## config.mk

```make
export PLATFORM = sky130hd
export DESIGN_NAME = pio_input_port
export DESIGN_NICKNAME = d
export VERILOG_FILES = /design/src/rtl/pio_input_pkg.sv /design/src/rtl/pio_input_sync.sv /design/src/rtl/pio_input_port.sv
export SDC_FILE = /design/constraint.sdc
export NUM_CORES = 1
export LEC_CHECK = 0
export ABC_AREA = 1
export BUFFER_PORTS_ARGS = -buffer_cell sky130_fd_sc_hd__buf_2
export CAP_MARGIN = 5
export CORE_MARGIN = 3
export CORE_UTILIZATION = 55
export CTS_CLUSTER_SIZE = 28
export DETAILED_ROUTE_END_ITERATION = 7
export PLACE_DENSITY = 0.77
export SYNTH_ARGS = -nofsm -noshare
export SYNTH_HDL_FRONTEND = slang
export SYNTH_SLANG_ARGS = --single-unit
export TNS_END_PERCENT = 10
```

## constraint.sdc

```tcl
create_clock -name clock -period 0.85 [get_ports clock]
set_input_delay 0 -clock clock [delete_from_list [all_inputs] [get_ports clock]]
set_output_delay 0 -clock clock [all_outputs]
set_load 0.03 [all_outputs]
```

## src/rtl/pio_input_pkg.sv

```systemverilog
// Shared constants for the PIO input port: register map and synchronizer/filter depths.
// Optional glitch filter is selected with the PIO_INPUT_GLITCH_FILTER_EN macro.
package pio_input_pkg;

    typedef enum logic [1:0] {
        ADDR_PIN     = 2'd0,
        ADDR_PEND    = 2'd1,
        ADDR_RISE_EN = 2'd2,
        ADDR_FALL_EN = 2'd3
    } reg_addr_e;

    localparam int SYNC_STAGES = 2;
    localparam int FILTER_LEN  = 3;

    // Cycles after reset release before prev holds a genuinely sampled PIN value.
`ifdef PIO_INPUT_GLITCH_FILTER_EN
    localparam int DET_STAGES = SYNC_STAGES + FILTER_LEN - 1;
`else
    localparam int DET_STAGES = SYNC_STAGES;
`endif

endpackage

```

## src/rtl/pio_input_sync.sv

```systemverilog
// Per-vector 2-flop synchronizer, optional stability filter, and rise/fall detection.
// Filter is built only when PIO_INPUT_GLITCH_FILTER_EN is defined.
module pio_input_sync
    import pio_input_pkg::*;
#(
    parameter int WIDTH = 8
) (
    input  logic             clock,
    input  logic             reset_n,
    input  logic [WIDTH-1:0] pins,
    output logic [WIDTH-1:0] pin,
    output logic [WIDTH-1:0] rise,
    output logic [WIDTH-1:0] fall
);

    logic [SYNC_STAGES-1:0][WIDTH-1:0] sync_q;
    logic [WIDTH-1:0]                  prev;
    logic [DET_STAGES:0]               vld_pipe;
    logic                              det_en;

    always_ff @(posedge clock) begin
        if (!reset_n) begin
            sync_q   <= '0;
            prev     <= '0;
            vld_pipe <= '0;
        end else begin
            sync_q   <= {sync_q[SYNC_STAGES-2:0], pins};
            prev     <= pin;
            vld_pipe <= {vld_pipe[DET_STAGES-1:0], 1'b1};
        end
    end

`ifdef PIO_INPUT_GLITCH_FILTER_EN
    logic [FILTER_LEN-2:0][WIDTH-1:0] hist;
    logic [WIDTH-1:0]                 held;
    logic [WIDTH-1:0]                 stable;

    always_ff @(posedge clock) begin
        if (!reset_n) begin
            hist <= '0;
            held <= '0;
        end else begin
            hist <= {hist[FILTER_LEN-3:0], sync_q[SYNC_STAGES-1]};
            held <= pin;
        end
    end

    // A bit follows the synchronizer only once its last FILTER_LEN samples agree.
    always_comb begin
        stable = '1;
        for (int k = 0; k < FILTER_LEN - 1; k++)
            stable &= ~(sync_q[SYNC_STAGES-1] ^ hist[k]);
        pin = (stable & sync_q[SYNC_STAGES-1]) | (~stable & held);
    end
`else
    assign pin = sync_q[SYNC_STAGES-1];
`endif

    // Edges stay masked until the whole pipe, prev included, has refilled after reset.
    assign det_en = vld_pipe[DET_STAGES];
    assign rise   =  pin & ~prev & {WIDTH{det_en}};
    assign fall   = ~pin &  prev & {WIDTH{det_en}};

endmodule

```

## src/rtl/pio_input_port.sv

```systemverilog
// PIO input port: edge-triggered pending register with W1C clear, enables and irq encoder.
// PIO_INPUT_GLITCH_FILTER_EN adds a 3-sample glitch filter inside pio_input_sync.
module pio_input_port
    import pio_input_pkg::*;
#(
    parameter int WIDTH = 8
) (
    input  logic                     clock,
    input  logic                     reset_n,
    input  logic [WIDTH-1:0]         pins,
    input  logic [1:0]               addr,
    input  logic                     read_enable,
    input  logic                     write_enable,
    input  logic [WIDTH-1:0]         d,
    output logic [WIDTH-1:0]         q,
    output logic                     q_valid,
    output logic                     irq,
    output logic [$clog2(WIDTH)-1:0] irq_vector
);

    localparam int IDX_W = $clog2(WIDTH);

    logic [WIDTH-1:0] pin, rise, fall;
    logic [WIDTH-1:0] pend, rise_en, fall_en;
    logic [WIDTH-1:0] pend_set, pend_clr, rd_data;

    pio_input_sync #(.WIDTH(WIDTH)) u_sync (
        .clock   (clock),
        .reset_n (reset_n),
        .pins    (pins),
        .pin     (pin),
        .rise    (rise),
        .fall    (fall)
    );

    // Enables are sampled before any same-cycle write lands, so the old mask applies.
    assign pend_set = (rise & rise_en) | (fall & fall_en);
    assign pend_clr = (write_enable && addr == ADDR_PEND) ? d : '0;

    always_comb begin
        rd_data = '0;
        case (addr)
            ADDR_PIN:     rd_data = pin;
            ADDR_PEND:    rd_data = pend;
            ADDR_RISE_EN: rd_data = rise_en;
            ADDR_FALL_EN: rd_data = fall_en;
            default:      rd_data = '0;
        endcase
    end

    always_ff @(posedge clock) begin
        if (!reset_n) begin
            pend    <= '0;
            rise_en <= '0;
            fall_en <= '0;
            q       <= '0;
            q_valid <= 1'b0;
        end else begin
            // Set is OR-ed after the clear so a new edge survives a colliding W1C.
            pend    <= (pend & ~pend_clr) | pend_set;
            q_valid <= read_enable;
            if (read_enable)
                q <= rd_data;
            if (write_enable && addr == ADDR_RISE_EN)
                rise_en <= d;
            if (write_enable && addr == ADDR_FALL_EN)
                fall_en <= d;
        end
    end

    assign irq = |pend;

    always_comb begin
        irq_vector = '0;
        for (int i = 0; i < WIDTH; i++)
            if (pend[i])
                irq_vector = IDX_W'(i);
    end

endmodule
```

==> impl.org <==
** Synthesis
- Main area contributors after synthesis :: sky130_fd_sc_hd__dfxtp_1, sky130_fd_sc_hd__nand2_1, sky130_fd_sc_hd__inv_1
- In this run, synthesis produced a sequential element count of 60.
- Synth cell types :: 29
- Average size of a mapped cell :: 7.72 um2
- Counting flops with a built-in enable in the synthesized netlist gives 0.
- For this run, the leading register cell type out of synthesis is sky130_fd_sc_hd__dfxtp_1.
- After synthesis, the largest area contributor takes up 47.1% of total cell area.
- Share of synthesized registers carrying an async set or reset :: 0%
- Post-synth design cell area :: 2550 um2
- Synthesis produced a netlist with a net count of 352.
- The share of the Yosys chip area taken by registers is 47.1%.
- Yosys printed 0 warnings.
- Synthesis handed over a netlist of 330 instances.
- Cell taking the most area after synthesis :: sky130_fd_sc_hd__dfxtp_1

** Clock tree
- Counting every sink on the clock net gives 60.
- CTS tree :: done
- Number of buffers created by CTS :: 9
- Deepest level of the CTS H-tree :: 3
- Clk Tree Root Cell :: sky130_fd_sc_hd__clkbuf_8
- The later pin in the worst-skew pair is clocked with a latency of 340 ps.
- Buffer levels on the longest clock path :: 2
- Clock-pin slew was measured on the worst setup and hold paths at ~70 ps.

** Die
- Once the floorplan was initialized, standard cells occupied just under 60% of the core.
- I/O pins :: 35
- Core footprint :: 4410 um2
- Std-Cell Rows :: 24
- Height of the die :: 74.1 um
- Die area :: 5490 um2
- Chip Width :: 74.1 um

** Critical path
- Cells traversed along the worst timing path :: o21bai_4 > a21oi_2 > o21bai_4 > buf_6
- Endpoint class of the critical path :: output port
- STA classifies the critical path startpoint as a flip-flop.
- In this run the worst path has a maximum fanout of 3.
- Maximum cell stage delay along the critical path :: 340 ps
- Endpoint required time on the critical path :: between 800 and 900 ps
- R2R Setup Slk :: -140 ps
- Delay-heaviest family, CP :: compound AO/OA/AOI/OAI gates
- Data arrives at the worst endpoint at 1290 ps.
- Counting both buffers and inverters, the worst setup path holds a total of 1.
- Slowest cell on the critical path :: sky130_fd_sc_hd__dfxtp_2
- Top cell by count, worst path :: sky130_fd_sc_hd__o21bai_4
- The critical path is of the reg -> out type.

** Placed design
- Placed cell count :: 428
- Placement-stage cell area :: 2900 um2
- Input and output buffers added on the ports amount to 34.
- Prior to clock tree synthesis, the placed netlist has a worst setup slack of -113 ps.
- Placer congestion estimate :: 0.844
- Detailed placement finished with a half-perimeter wire length of 4.09 mm.

** Flow run
- Number of maximum-capacitance constraint violations :: 0

** Timing
- Dividing the final minimum period by the clock period gives 151%.
- Highest attainable clock frequency :: 778 MHz
- Setup slack after layout :: -435 ps
- Setup TNS :: -1720 ps
- Worst rel slew slack :: 82.1%
- Pins over their slew limit :: 0
- Least-Margin Pin Slew :: 269 ps
- Setup repair after global routing could not meet its margin everywhere.
- Between clock sinks in the finished design, the worst skew comes to 5.72 ps.
- The number of endpoints with negative hold slack in the final report is 0.
- Post-route minimum period :: about 1300 ps
- Setup violations remaining at the end of the flow were counted as 10.

** Drt
- DRC violation total after the first TritonRoute iteration :: 167
- Post-Route WL :: 6.66 mm
- Detailed routing inserted a total of about 2500 vias.
- After detailed routing, the number of vias per cell comes to about 5.3.
- The count of nets left with antenna violations once routing finished came out at 0.
- The first detailed-routing pass took 5 iterations.
- DRC viols :: 0
- Dividing the detail-routed wire length by the instance count gives 14.4 um.

** Finish
- Nets :: ~430
- Total of fill cells in the finished design :: 277
- With fillers left out, the area of the finished cells amounts to 3510 um2.
- In the final layout, the share of cells above drive strength 1 is 35.2%.
- The finished layout holds 461 standard cells, fillers aside.
- The repair_antennas step left the layout with diodes totalling 0.
- From synthesis to final layout, the design area changed by 37.6%.

** Power
- Worst ir drop on vdd :: 1.81 mV
- For this design the ratio of total power to cell area is 1970 nW/um2.
- Final total power :: 6920 uW
- The analysis attributes to cell leakage a power of between 0.0015 and 0.002 uW.

** Status
- The run finished, with violations left.
- Violated checks :: negative setup slack

** Hold path
- Hold Crit Class :: in -> reg

** Global routing
- Antenna violations before repair :: 0
- Aggregate global-route resource usage :: 24.9%
- Summed over all layers, the global routing overflow is 0.
- The via count of the first global-routing pass is about 2200.
- First-pass GRT wire length :: 10.0 mm
- Pin count of the biggest net entering global routing :: 22
cells in the mapped netlist, types with 2 or more instances:
| cell type | count |
|---|---|
| sky130_fd_sc_hd__a21oi_1 | 35 |
| sky130_fd_sc_hd__inv_1 | 50 |
| sky130_fd_sc_hd__nand4_1 | 2 |
| sky130_fd_sc_hd__buf_6 | 4 |
| sky130_fd_sc_hd__dfxtp_1 | 60 |
| sky130_fd_sc_hd__o21bai_1 | 5 |
| sky130_fd_sc_hd__o21ai_0 | 18 |
| sky130_fd_sc_hd__nor2_1 | 6 |
| sky130_fd_sc_hd__buf_4 | 2 |
| sky130_fd_sc_hd__buf_2 | 6 |
| sky130_fd_sc_hd__nand3_2 | 3 |
| sky130_fd_sc_hd__o21bai_2 | 3 |
| sky130_fd_sc_hd__nand3b_1 | 2 |
| sky130_fd_sc_hd__nand3_1 | 36 |
| sky130_fd_sc_hd__nand2_2 | 7 |
| sky130_fd_sc_hd__a21oi_2 | 4 |
| sky130_fd_sc_hd__nand2_1 | 75 |
worst paths after layout:
kind,startpoint,end,depth (start not counted)
min reg2reg,u_sync.sync_q[1]$_SDFF_PN0_,u_sync.pin[1]$_SDFF_PN0_,2
min,read_enable,q_valid$_SDFF_PN0_,4
max,pend[3]$_SDFF_PN0_,irq_vector[0],4
max reg2reg,pend[1]$_SDFF_PN0_,q[1]$_SDFFE_PN0P_,5
stage by stage:
| step | hold WS (ps) | utilization, % |
|---|---|---|
| finish | 27.4 | 79.4 |
| global route | 22.5 | 79.4 |
| CTS | 5.71 | 77.3 |
| detailed placement | 187 | 65.7 |
| global placement | 179 | 65.7 |
| floorplan | 27.7 | - |
cell type report:
type / count / area, um2 / area share (%)
clock buffer: 9 / 124 / 3.53
clock inverter: 7 / 123 / 3.50
inverter: 53 / 206 / 5.89
multi-input combinational: 201 / 1090 / 31.1
sequential: 60 / 1240 / 35.3
tap: 52 / 65.1 / 1.86
timing repair buffer: 79 / 661 / 18.8
power by group:
part | total [uW] | internal (uW) | switching (uW)
Clock | 3130 | 1960 | 1170
Combinational | 788 | 351 | 437
Sequential | 3000 | 2930 | 70.1
flip-flops by register name (all words and copies together), names as in the netlist:
register         flops
u_sync.sync_q        8
pend                 8
q_valid              1
u_sync.pin           8
q                    8
fall_en              8
rise_en              8
u_sync.vld_pipe      3
u_sync.prev          8
cells by family after synthesis:
logic type / share of synthesized area (%)
AOI/OAI and AO/OA: 14.6
buffers and inverters: 13.3
DFF: 47.1
and+or+nand+nor: 25.0
per-layer routing:
| layer | track usage (%) | routed length (um) | vias up |
|---|---|---|---|
| met3 | 10.1 | 499 | 22 |
| met5 | 0 | 0 | - |
| met4 | 11.1 | 218 | 0 |
| met1 | 28.4 | 2580 | 1136 |
| met2 | 40.8 | 3370 | 100 |
| li1 | - | - | 1195 |
cell usage in the layout, fill, tap and decap left out, types with 4 or more instances in the layout:
master	count
sky130_fd_sc_hd__clkbuf_8	9
sky130_fd_sc_hd__inv_1	49
sky130_fd_sc_hd__o21ai_1	4
sky130_fd_sc_hd__nand3_1	36
sky130_fd_sc_hd__nand2_2	7
sky130_fd_sc_hd__a21oi_1	29
sky130_fd_sc_hd__nor2_1	4
sky130_fd_sc_hd__a21oi_2	10
sky130_fd_sc_hd__dfxtp_1	33
sky130_fd_sc_hd__buf_2	21
sky130_fd_sc_hd__dfxtp_2	26
sky130_fd_sc_hd__dlygate4sd3_1	17
sky130_fd_sc_hd__o21ai_0	11
sky130_fd_sc_hd__nand2_1	75
sky130_fd_sc_hd__buf_6	14
sky130_fd_sc_hd__buf_4	25
timing repair:
action	in CTS	in global routing
gates resized for setup	41	37
hold endpoints to repair	31	0
pin swaps	5	5
buffers inserted	0	0
setup endpoints to repair	21	28
hold buffers	17	0
tightest hold or removal path, stage by stage:
cell                      delay [ps]
sky130_fd_sc_hd__buf_2           110
sky130_fd_sc_hd__buf_4           130
sky130_fd_sc_hd__nand2_1          50
sky130_fd_sc_hd__inv_1            40
(Power assumes the default switching activity.)
